**config.mk**
```make
export PLATFORM = sky130hd
export DESIGN_NAME = lcm_calculator
export DESIGN_NICKNAME = d
export VERILOG_FILES = /design/src/rtl/lcm_calculator.sv
export SDC_FILE = /design/constraint.sdc
export NUM_CORES = 1
export LEC_CHECK = 0
export BUFFER_PORTS_ARGS = -buffer_cell sky130_fd_sc_hd__buf_2
export CORE_MARGIN = 3
export CORE_UTILIZATION = 50
export DETAILED_ROUTE_END_ITERATION = 8
export PLACE_DENSITY = 0.68
export SLEW_MARGIN = 20
export SYNTH_ARGS = -nofsm -noshare
export SYNTH_HDL_FRONTEND = slang
export SYNTH_SLANG_ARGS = --single-unit
```
**constraint.sdc**
```tcl
create_clock -name clk -period 3.4 [get_ports clk]
set_clock_uncertainty 0.05 [all_clocks]
set_input_delay 0 -clock clk [delete_from_list [all_inputs] [get_ports clk]]
set_output_delay 0 -clock clk [all_outputs]
set_load 0.005 [all_outputs]
```
**src/rtl/lcm_calculator.sv**
```systemverilog
// lcm_calculator: sequential least-common-multiple unit with a start/done
// handshake. A subtractive HCF runs first, then an exact restoring division
// a/HCF, then a shift-add multiply (a/HCF)*b. HCF and LCM are registered and
// only change when a computation completes.
module lcm_calculator #(
  parameter int N = 8
) (
  input  logic           clk,
  input  logic           rst,
  input  logic           start,
  input  logic [N-1:0]   in1,
  input  logic [N-1:0]   in2,
  output logic           busy,
  output logic           done,
  output logic [N-1:0]   hcf,
  output logic [2*N-1:0] lcm
);

  localparam int CW = (N > 2) ? $clog2(N) : 1;
  localparam logic [CW-1:0] LAST = CW'(N - 1);

  typedef enum logic [2:0] {
    S_IDLE,
    S_GCD,
    S_DIV,
    S_MUL,
    S_FINISH
  } state_t;

  state_t           state_q;
  logic             busy_q;
  logic             done_q;
  logic [N-1:0]     hcf_q;
  logic [2*N-1:0]   lcm_q;

  // Working registers; never observed outside, so they carry no reset.
  logic [N-1:0]     x_q;
  logic [N-1:0]     y_q;
  logic [N-1:0]     g_q;
  logic [N-1:0]     dvd_q;
  logic [N-1:0]     rem_q;
  logic [N-1:0]     quo_q;
  logic [2*N-1:0]   mcand_q;
  logic [2*N-1:0]   acc_q;
  logic [CW-1:0]    cnt_q;

  // Datapath next values for one division step and one multiply step.
  logic [N-1:0]     rem_sh_lo_d;
  logic [N-1:0]     rem_diff_d;
  logic             rem_ge_d;
  logic [N-1:0]     rem_d;
  logic [2*N-1:0]   acc_d;

  // One restoring-division step and one shift-add step. The shifted remainder
  // is N+1 bits wide; its top bit is rem_q[N-1], and when that bit is set the
  // value is certainly >= g, while the modular N-bit difference is still exact
  // because the true difference is below g.
  always_comb begin
    rem_sh_lo_d = {rem_q[N-2:0], dvd_q[N-1]};
    rem_ge_d    = rem_q[N-1] | (rem_sh_lo_d >= g_q);
    rem_diff_d  = rem_sh_lo_d - g_q;
    rem_d       = rem_ge_d ? rem_diff_d : rem_sh_lo_d;
    acc_d       = acc_q + (quo_q[0] ? mcand_q : '0);
  end

  // Control FSM with registered busy/done and result registers.
  always_ff @(posedge clk) begin
    if (rst) begin
      state_q <= S_IDLE;
      busy_q  <= 1'b0;
      done_q  <= 1'b0;
      hcf_q   <= '0;
      lcm_q   <= '0;
    end else begin
      done_q <= 1'b0;
      case (state_q)
        S_IDLE: begin
          if (start) begin
            x_q     <= in1;
            y_q     <= in2;
            dvd_q   <= in1;
            mcand_q <= {{N{1'b0}}, in2};
            busy_q  <= 1'b1;
            if ((in1 == '0) || (in2 == '0)) begin
              // HCF(x,0)=x and HCF(0,0)=0, so a|b covers every zero case.
              hcf_q   <= in1 | in2;
              lcm_q   <= '0;
              done_q  <= 1'b1;
              state_q <= S_FINISH;
            end else begin
              state_q <= S_GCD;
            end
          end
        end
        S_GCD: begin
          if (x_q == y_q) begin
            g_q     <= x_q;
            rem_q   <= '0;
            cnt_q   <= '0;
            state_q <= S_DIV;
          end else if (x_q > y_q) begin
            x_q <= x_q - y_q;
          end else begin
            y_q <= y_q - x_q;
          end
        end
        S_DIV: begin
          rem_q <= rem_d;
          quo_q <= {quo_q[N-2:0], rem_ge_d};
          dvd_q <= {dvd_q[N-2:0], 1'b0};
          cnt_q <= cnt_q + 1'b1;
          if (cnt_q == LAST) begin
            cnt_q   <= '0;
            acc_q   <= '0;
            state_q <= S_MUL;
          end
        end
        S_MUL: begin
          acc_q   <= acc_d;
          quo_q   <= {1'b0, quo_q[N-1:1]};
          mcand_q <= {mcand_q[2*N-2:0], 1'b0};
          cnt_q   <= cnt_q + 1'b1;
          if (cnt_q == LAST) begin
            // Results land on the same edge as the last partial product.
            hcf_q   <= g_q;
            lcm_q   <= acc_d;
            done_q  <= 1'b1;
            state_q <= S_FINISH;
          end
        end
        S_FINISH: begin
          busy_q  <= 1'b0;
          state_q <= S_IDLE;
        end
        default: begin
          busy_q  <= 1'b0;
          state_q <= S_IDLE;
        end
      endcase
    end
  end

  assign busy = busy_q;
  assign done = done_q;
  assign hcf  = hcf_q;
  assign lcm  = lcm_q;

endmodule

```
* Word level (Yosys, flattened, before mapping)
Index checks and enable logic that the tools add are counted.
** Word-level totals
- Output and inout bits :: 26
- Register bits :: 112
- Logic and storage cells :: 102
** Operators by class
- Bitwise gates (word level) :: 4
- Eq/ne operators :: 13
- $lt $le $gt $ge :: 2
- Reduce and logical (&&, ||, !) cells :: 23
- $add $sub $neg :: 5
- Muxes and demuxes :: 41
** Operators with widths (count)
- 16-bit 2-to-1 mux :: 6
- 16-bit one-hot mux with 2 select lines :: 3
- 8-bit one-hot mux with 2 select lines :: 6
- 8-bit 2-to-1 mux :: 11
- 8-bit subtractor :: 3
- 3-bit 2-to-1 mux :: 7
- 3-bit AND reduction :: 6
- 16-bit adder :: 1
- 8-bit zero test :: 2
- 2-bit inequality test, second input constant :: 8
- 3-bit one-hot mux with 4 select lines :: 1
- 5-bit AND reduction :: 2
- 2-bit nonzero test :: 5
- 3-bit one-hot mux with 3 select lines :: 1
- 8-bit equality test :: 1
- 8-bit greater-or-equal comparator :: 1
- 8-bit > comparator :: 1
- 8-bit bitwise OR :: 1
- 4-bit AND reduction :: 2
- 3-bit by 2-bit equality test with 1-bit output, second input constant :: 2
- 1-bit 2-to-1 mux :: 4
- 1-bit one-hot mux with 2 select lines :: 2
- 2-bit AND reduction :: 2
- 3-bit by 1-bit adder with 3-bit output, second input constant :: 1
- 8 further kinds :: 9

* Depth between registers and ports, before layout
Gate-level depths: netlist of the first run.
- Depth after elaboration :: 5
- Depth in mapped cells :: 11
- Gate-level depth less buffers :: 10

* Worst setup path after synthesis of the first run
Ideal clock, no wire load.
- Path kind :: register -> register
- Start point :: reg state_q[1]
- End point :: reg acc_q[0] (enable)
- Period minus slack after synthesis :: 2.623 ns
- Arrival time :: 2.164 ns
- Setup time :: 0.409 ns
- Setup slack :: 0.777 ns
- Stages on the path, launching flop included :: 7
- Buffers on the path :: 2
- Cells stage by stage :: dfxtp_1 -> buf_4 -> inv_1 -> or3_1 -> clkbuf_1 -> nor2_1 -> nor3_1
** On the way
- Longest elaborated chain between the ends :: 3
- Elaborated cells on any way between the ends :: 5
- Classes of those cells :: 3 x eq/ne; 2 x reduce/logical
** RTL lines
- from (decl) :: RTL line 30 : state_t state_q;
- from (signal assigned) :: RTL line 69 : state_q <= S_IDLE;
- from (signal assigned) :: RTL line 89 : state_q <= S_FINISH;
- from (signal assigned) :: RTL line 91 : state_q <= S_GCD;
- 3-bit by 2-bit equality test with 1-bit output :: RTL line 76 : case (state_q)
- 2-bit inequality test (no line) / 2-bit nonzero test (equally long branches)
- 3-bit AND reduction (no line) *
- to (signal assigned) :: RTL line 114 : acc_q <= '0;
- to (signal assigned) :: RTL line 119 : acc_q <= acc_d;
- to (decl) :: RTL line 44 : logic [2*N-1:0] acc_q;
Mark *: on every way between the ends. The rest lies on a longest branch, timed or not.
A chain may end at the register's enable or synchronous reset.

* Final worst setup path of the first run
- Start point :: reg quo_q[0]
- End point :: reg acc_q[14] (data pin)
** On the way
- Longest elaborated chain between the ends :: 3
** RTL lines
- from (decl) :: RTL line 42 : logic [N-1:0] quo_q;
- from (signal assigned) :: RTL line 109 : quo_q <= {quo_q[N-2:0], rem_ge_d};
- from (signal assigned) :: RTL line 120 : quo_q <= {1'b0, quo_q[N-1:1]};
- 16-bit 2-to-1 mux :: RTL line 63 : acc_d = acc_q + (quo_q[0] ? mcand_q : '0);
- 16-bit adder :: RTL line 63
- 16-bit one-hot mux with 2 select lines :: RTL line 76
No other way between the ends.

==> metrics.md, run 1 <==
| Metric | Value |
|---|---|
| Outcome | completed |
| Gates resized, CTS repair | 0 |
| Power density over the cells | 693.2 mW/mm^2 |
| Die extent in x | 120.3 um |
| Fraction of registers with async set or reset after synthesis | 0% |
| Overall overflow remaining after global route | 0 |
| Count leader, synth | sky130_fd_sc_hd__nand2_1 |
| Element type at the critical path start | flop |
| CP Launch Point | quo_q[0]$_DFFE_PP_ |
| Predominant post-synthesis flop cell | sky130_fd_sc_hd__edfxtp_1 |
| Starting density of the core | 51.38% |
| Largest area contributor in the netlist | sky130_fd_sc_hd__edfxtp_1 |
| Number of distinct library cells after synthesis | 59 |
| Mean instance size in the synthesized netlist | 9.698 um^2 |
| Start-to-end type of the worst setup path | reg -> reg |
| Top-level I/O count | 45 |
| Area of the mapped netlist | 0.006536 mm^2 |
| Clock Sinks | 112 |
| Drt first-iter violations | 422 |
| Total count of max-transition violations in the final report | 0 |
| Total GRT Usage | 21.82% |
| Largest family of logic cells by synthesized area | simple AND/OR/NAND/NOR gates |
| CTS tree | done |
| Synth warn | 0 |
| Clock insertion delay at the later pin of the skew report | 350 ps |
| Number of hold-repair buffers added at the cts stage | 16 |
| Post-synth net total | 737 |
| Final weighted congestion in routability-driven placement | 0.9350 |
| Clk pin slew, worst setup/hold paths | 70 ps |
| Critical Path Sink | acc_q[14]$_DFFE_PP_ |
| Mean number of vias per cell | 5.641 |
| Initial DRT Pass Iterations | 5 |
| Path depth of the worst reg2reg path | 10 |
| Residual DRC count | 0 |
| IR drop worst, VDD | 0.0003053 V |
| Maximum fanout count along the critical path | 17 |
| Hold Violations, Final | 0 |
| TritonCTS buffer count | 9 |
| Top-area cell type share of the netlist area | 38.13% |
| Achievable frequency | 352.6 MHz |
| Time the worst path needs with I/O delays and setup | 2836 ps |
| Largest buffer count on any clock path | 2 |
| Maximum number of pins on one net before global-route repair | 56 |
| DR vias | 5088 |
| Final period util | 83.41% |
| Count of flip-flops with a built-in enable after synthesis | 83 |
| Chip height | 120.3 um |
| TNS Setup | 0 ps |
| Area share of fa/ha/maj cells after synthesis | 8.882% |
| Multiplexer area fraction after synthesis | 2.737% |
| Number of antenna violations at the first check in global routing | 0 |
| Proportion of layout cells with a drive suffix above 1 | 12.19% |
| Worst slew margin | 34.45% |
| Root buffer cell | sky130_fd_sc_hd__clkbuf_16 |
| Count of input and output buffers | 44 |
| Leading post-synthesis cells by instance count | sky130_fd_sc_hd__nand2_1 (92), sky130_fd_sc_hd__edfxtp_1 (83), sky130_fd_sc_hd__nor2_1 (54) |
| Antenna Nets Post-Route | 0 |
| Drt total wl | 15130 um |
| Synth-to-Final Area Change | 13.23% |
| Top post-synthesis cells by area | sky130_fd_sc_hd__edfxtp_1 (38%), sky130_fd_sc_hd__dfxtp_1 (8.9%), sky130_fd_sc_hd__ha_1 (7.7%) |
| Synthesized-area fraction occupied by xor and xnor cells | 2.278% |
| Cell leakage power | 3.009 nW |
| Simple-gate portion of the synthesized area | 19.95% |
| Kind of end point of the critical path | flop |
| Number of global-route vias before repair | 4975 |
| Die area | 0.01448 mm^2 |
| Gate Count Post-Synth | 674 |
| Row count | 41 |
| Total area of sequential cells | 0.003073 mm^2 |
| Reported max-cap violation count | 0 |
| Worst reg2reg startpoint | quo_q[0]$_DFFE_PP_ |
| Unrepaired setup endpoints after global routing | no |
| Type of the most critical hold path | in -> reg |
| Endpoints failing setup | 0 |
| Multi-input combinational cell area | 0.003179 mm^2 |
| Arr. time, crit path | 2870 ps |
| Flip-flop and latch count after synthesis | 112 |
| Post-CTS Setup Bufs | 0 |
| Proportion of synthesized chip area in sequential cells | 47.01% |
| Placed wire-length estimate after detailed placement | 10830 um |
| End of the worst register-to-register path | acc_q[14]$_DFFE_PP_ |
| Final Net Count | 788 |
| Diodes inserted | 0 |
| Core region area | 0.01272 mm^2 |
| Total number of H-tree levels | 3 |
| Hold Slack | 14.15 ps |
| Wire length per cell after detailed routing | 16.77 um |
| Number of fill cells in the layout | 1155 |
| Setup slack, reg-to-reg | 560 ps |
| Post-synthesis compound-gate area fraction | 14.49% |
| Required time reported for the critical path endpoint | 3430 ps |
| Wire length of the first global-routing pass | 25010 um |
| Actual slew at the worst max-slew pin | 983.1 ps |
## through the flow
| stage | util (%) | setup WS, ps | power (mW) | cell area, um^2 | instances |
|---|---|---|---|---|---|
| finish | 58.17 | 564.2 | 5.130 | 7401 | 902 |
| global route | 58.17 | 281.0 | 5.490 | 7401 | 902 |
| CTS | 58.17 | 555.6 | 5.142 | 7401 | 902 |
| detailed placement | 54.48 | 545.0 | 4.021 | 6932 | 870 |
| global placement | 54.48 | 645.6 | 3.962 | 6932 | 870 |
| floorplan | - | 777.2 | 3.475 | 6536 | 674 |
## registers in the layout, indices dropped and copies added (netlist names)
name / count
acc_q: 16
y_q: 8
done: 1
mcand_q: 16
hcf: 8
x_q: 8
g_q: 8
quo_q: 8
busy: 1
cnt_q: 3
state_q: 3
rem_q: 8
dvd_q: 8
lcm: 16
## worst max-delay path: stages (launching register included)
cell	delay, ps
sky130_fd_sc_hd__edfxtp_1	620
sky130_fd_sc_hd__and2_1	200
sky130_fd_sc_hd__ha_1	180
sky130_fd_sc_hd__inv_1	60
sky130_fd_sc_hd__fa_1	380
sky130_fd_sc_hd__nor2b_1	220
sky130_fd_sc_hd__o31a_1	200
sky130_fd_sc_hd__nor2_1	100
sky130_fd_sc_hd__o211ai_1	340
sky130_fd_sc_hd__xnor2_1	160
sky130_fd_sc_hd__nor2_1	50
## per-layer routing
layer	routed length, um	GRT usage (%)
met2	6840	33.51
met4	195	6.516
met1	7247	32.31
met5	0	0
met3	844	3.087
## worst min path at each step
stage / start / endpoint / cells after the start
after floorplan: start / busy$_SDFFE_PP0P_ / 2
after global placement: in1[1] / x_q[1]$_DFFE_PP_ / 3
after detailed placement: in1[3] / x_q[3]$_DFFE_PP_ / 3
after CTS: in2[1] / y_q[1]$_DFFE_PP_ / 3
after global routing: in2[1] / mcand_q[1]$_DFFE_PP_ / 3
final: in2[1] / y_q[1]$_DFFE_PP_ / 3
## cell families after synthesis
| logic type | Yosys count |
|---|---|
| xor+xnor | 17 |
| buf+inv | 73 |
| flops | 112 |
| fa+ha+maj | 44 |
| compound gates | 143 |
| simple gates | 268 |
| mux | 17 |
## power by group
group,total (mW),internal [mW],switching (mW)
registers,1.98,1.82,0.168
logic,2.04,0.796,1.24
clock network,1.11,0.618,0.489
## final cells by class
cell class                 count  area share (%)
inverter                      41           2.079
sequential                   112           41.52
clock inverter                 4          0.6932
multi-input combinational    489           42.96
clock buffer                  12           3.483
tap                          172           2.908
timing repair buffer          72           6.357
## cell usage in the layout, fill, tap and decap left out, types with 8 or more instances in the layout
master / instances
sky130_fd_sc_hd__nand2_1: 92
sky130_fd_sc_hd__edfxtp_1: 83
sky130_fd_sc_hd__nor2_1: 53
sky130_fd_sc_hd__a21oi_1: 51
sky130_fd_sc_hd__buf_2: 44
sky130_fd_sc_hd__inv_1: 41
sky130_fd_sc_hd__ha_1: 40
sky130_fd_sc_hd__and2_1: 32
sky130_fd_sc_hd__dfxtp_1: 29
sky130_fd_sc_hd__o21ai_0: 22
sky130_fd_sc_hd__nor3_1: 17
sky130_fd_sc_hd__nor2b_1: 16
sky130_fd_sc_hd__dlygate4sd3_1: 16
sky130_fd_sc_hd__nand3_1: 12
sky130_fd_sc_hd__buf_4: 12
sky130_fd_sc_hd__xnor2_1: 10
sky130_fd_sc_hd__mux2i_1: 10
sky130_fd_sc_hd__clkbuf_16: 10
sky130_fd_sc_hd__o21a_1: 9
sky130_fd_sc_hd__o31ai_1: 8
Power figures use the tool's default switching activity.
==> inputs of run 2 (changes only) <==
==> constraint.sdc (replaced) <==
create_clock -name clk -period 2.9 [get_ports clk]
set_clock_uncertainty 0.05 [all_clocks]
set_input_delay 0 -clock clk [delete_from_list [all_inputs] [get_ports clk]]
set_output_delay 0 -clock clk [all_outputs]
set_load 0.005 [all_outputs]
==> run 2 against run 1 <==
Routed wire length rose by 4.2%. Register-to-register slack got worse by 370 ps. Clock power rose by 14%. Critical path type unchanged. Critical endpoint is now acc_q[13]$_DFFE_PP_.
==> metrics.md, run 2 (same netlist as run 1, synthesis figures left out) <==
| Metric | Value |
|---|---|
| Mean number of vias per cell | 5.570 |
| Hold Violations, Final | 0 |
| Power density over the cells | 809.8 mW/mm^2 |
| Count of input and output buffers | 44 |
| Start-to-end type of the worst setup path | reg -> reg |
| Antenna Nets Post-Route | 0 |
| Wire length per cell after detailed routing | 17.15 um |
| Clock insertion delay at the later pin of the skew report | 350 ps |
| Time the worst path needs with I/O delays and setup | 2702 ps |
| Final period util | 93.17% |
| Proportion of layout cells with a drive suffix above 1 | 13.92% |
| Wire length of the first global-routing pass | 25610 um |
| Arr. time, crit path | 2760 ps |
| CTS tree | done |
| Cell leakage power | 3.082 nW |
| Gates resized, CTS repair | 0 |
| Overall overflow remaining after global route | 0 |
| Number of antenna violations at the first check in global routing | 0 |
| Row count | 41 |
| IR drop worst, VDD | 0.0005319 V |
| Drt total wl | 15760 um |
| Top-level I/O count | 45 |
| Total number of H-tree levels | 3 |
| Die extent in x | 120.3 um |
| Element type at the critical path start | flop |
| Maximum fanout count along the critical path | 16 |
| Drt first-iter violations | 400 |
| Maximum number of pins on one net before global-route repair | 40 |
| Die area | 0.01448 mm^2 |
| TNS Setup | 0 ps |
| Clock Sinks | 112 |
| Setup slack, reg-to-reg | 200 ps |
| Total GRT Usage | 22.46% |
| Total count of max-transition violations in the final report | 0 |
| Diodes inserted | 0 |
| Final weighted congestion in routability-driven placement | 0.9375 |
| Core region area | 0.01272 mm^2 |
| Hold Slack | 401.9 ps |
| TritonCTS buffer count | 9 |
| Most common library cell in the layout ignoring fill and taps | sky130_fd_sc_hd__nand2_1 |
| Clk pin slew, worst setup/hold paths | 70 ps |
| DR vias | 5119 |
| Starting density of the core | 51.38% |
| Post-layout total power | 6.092 mW |
| Residual DRC count | 0 |
| Actual slew at the worst max-slew pin | 840.1 ps |
| Worst slew margin | 43.99% |
| Endpoints failing setup | 0 |
| Unrepaired setup endpoints after global routing | no |
| Required time reported for the critical path endpoint | 2950 ps |
| Highest-count cells in the layout ignoring fill and taps | sky130_fd_sc_hd__nand2_1 (92), sky130_fd_sc_hd__edfxtp_1 (83), sky130_fd_sc_hd__nor2_1 (53), sky130_fd_sc_hd__a21oi_1 (51), sky130_fd_sc_hd__buf_2 (44) |
| Type of the most critical hold path | reg -> reg |
| Kind of end point of the critical path | flop |
| Chip height | 120.3 um |
| Root buffer cell | sky130_fd_sc_hd__clkbuf_16 |
| Initial DRT Pass Iterations | 6 |
| Synth-to-Final Area Change | 15.10% |
| Final Net Count | 805 |
| Largest buffer count on any clock path | 2 |
| Number of global-route vias before repair | 5016 |
| Placed wire-length estimate after detailed placement | 11550 um |
| Reported max-cap violation count | 0 |
| Achievable frequency | 370.1 MHz |
| Outcome | completed |
## run 2: worst paths after layout
check,cells past startpoint,start,to
max,9,quo_q[0]$_DFFE_PP_,acc_q[13]$_DFFE_PP_
min,2,hcf[1]$_SDFFE_PP0P_,hcf[1]$_SDFFE_PP0P_
max reg2reg,9,quo_q[0]$_DFFE_PP_,acc_q[13]$_DFFE_PP_
min reg2reg,2,hcf[1]$_SDFFE_PP0P_,hcf[1]$_SDFFE_PP0P_
## run 2: metrics by stage
step | cell area [um^2] | cells | util [%] | setup slack [ps]
finish | 7523 | 919 | 59.14 | 198.2
global route | 7523 | 919 | 59.14 | 24.07
CTS | 7501 | 916 | 58.96 | 15.38
detailed placement | 7014 | 881 | 55.13 | 42.14
global placement | 7014 | 881 | 55.13 | 194.6
floorplan | 6536 | 674 | - | 277.2
## run 2: area by class of cell
class,count,area [um^2]
Clock inverter,6,67.56
Timing Repair Buffer,89,605.6
Tap cell,172,215.2
Inverter,41,153.9
Clock buffer,10,229.0
Multi-Input combinational cell,489,3179
Fill cell,1163,5199
Sequential cell,112,3073
## run 2: worst max-delay path, cell delays in order (launching register included)
cell	delay, ps
sky130_fd_sc_hd__edfxtp_1	360
sky130_fd_sc_hd__buf_4	190
sky130_fd_sc_hd__and2_1	160
sky130_fd_sc_hd__ha_1	380
sky130_fd_sc_hd__a21oi_1	250
sky130_fd_sc_hd__o211ai_1	200
sky130_fd_sc_hd__a21boi_0	430
sky130_fd_sc_hd__a21oi_1	200
sky130_fd_sc_hd__xnor2_1	170
sky130_fd_sc_hd__nor2_1	50
## run 2: power breakdown
part | switching [mW] | internal [mW] | total, mW
Sequential | 0.186 | 2.13 | 2.31
Combinational | 1.51 | 1.01 | 2.51
Clock | 0.587 | 0.676 | 1.26
Total | 2.28 | 3.81 | 6.09
## run 2: repair_timing
action                                  4_1_cts  5_1_grt
endpoints found under the setup margin        0       13
hold buffers                                 19        0
buffers inserted                              0        3
endpoints found under the hold margin        33        0
## run 2: layer usage
metal,wire [um],part of all wire [%],track usage (%),up-vias
met2,7373,47,36.25,118
met4,97,0.62,4.037,0
li1,-,-,-,2535
met1,7571,48,32.01,2458
met5,0,0,0,-
met3,722,4.6,4.490,8
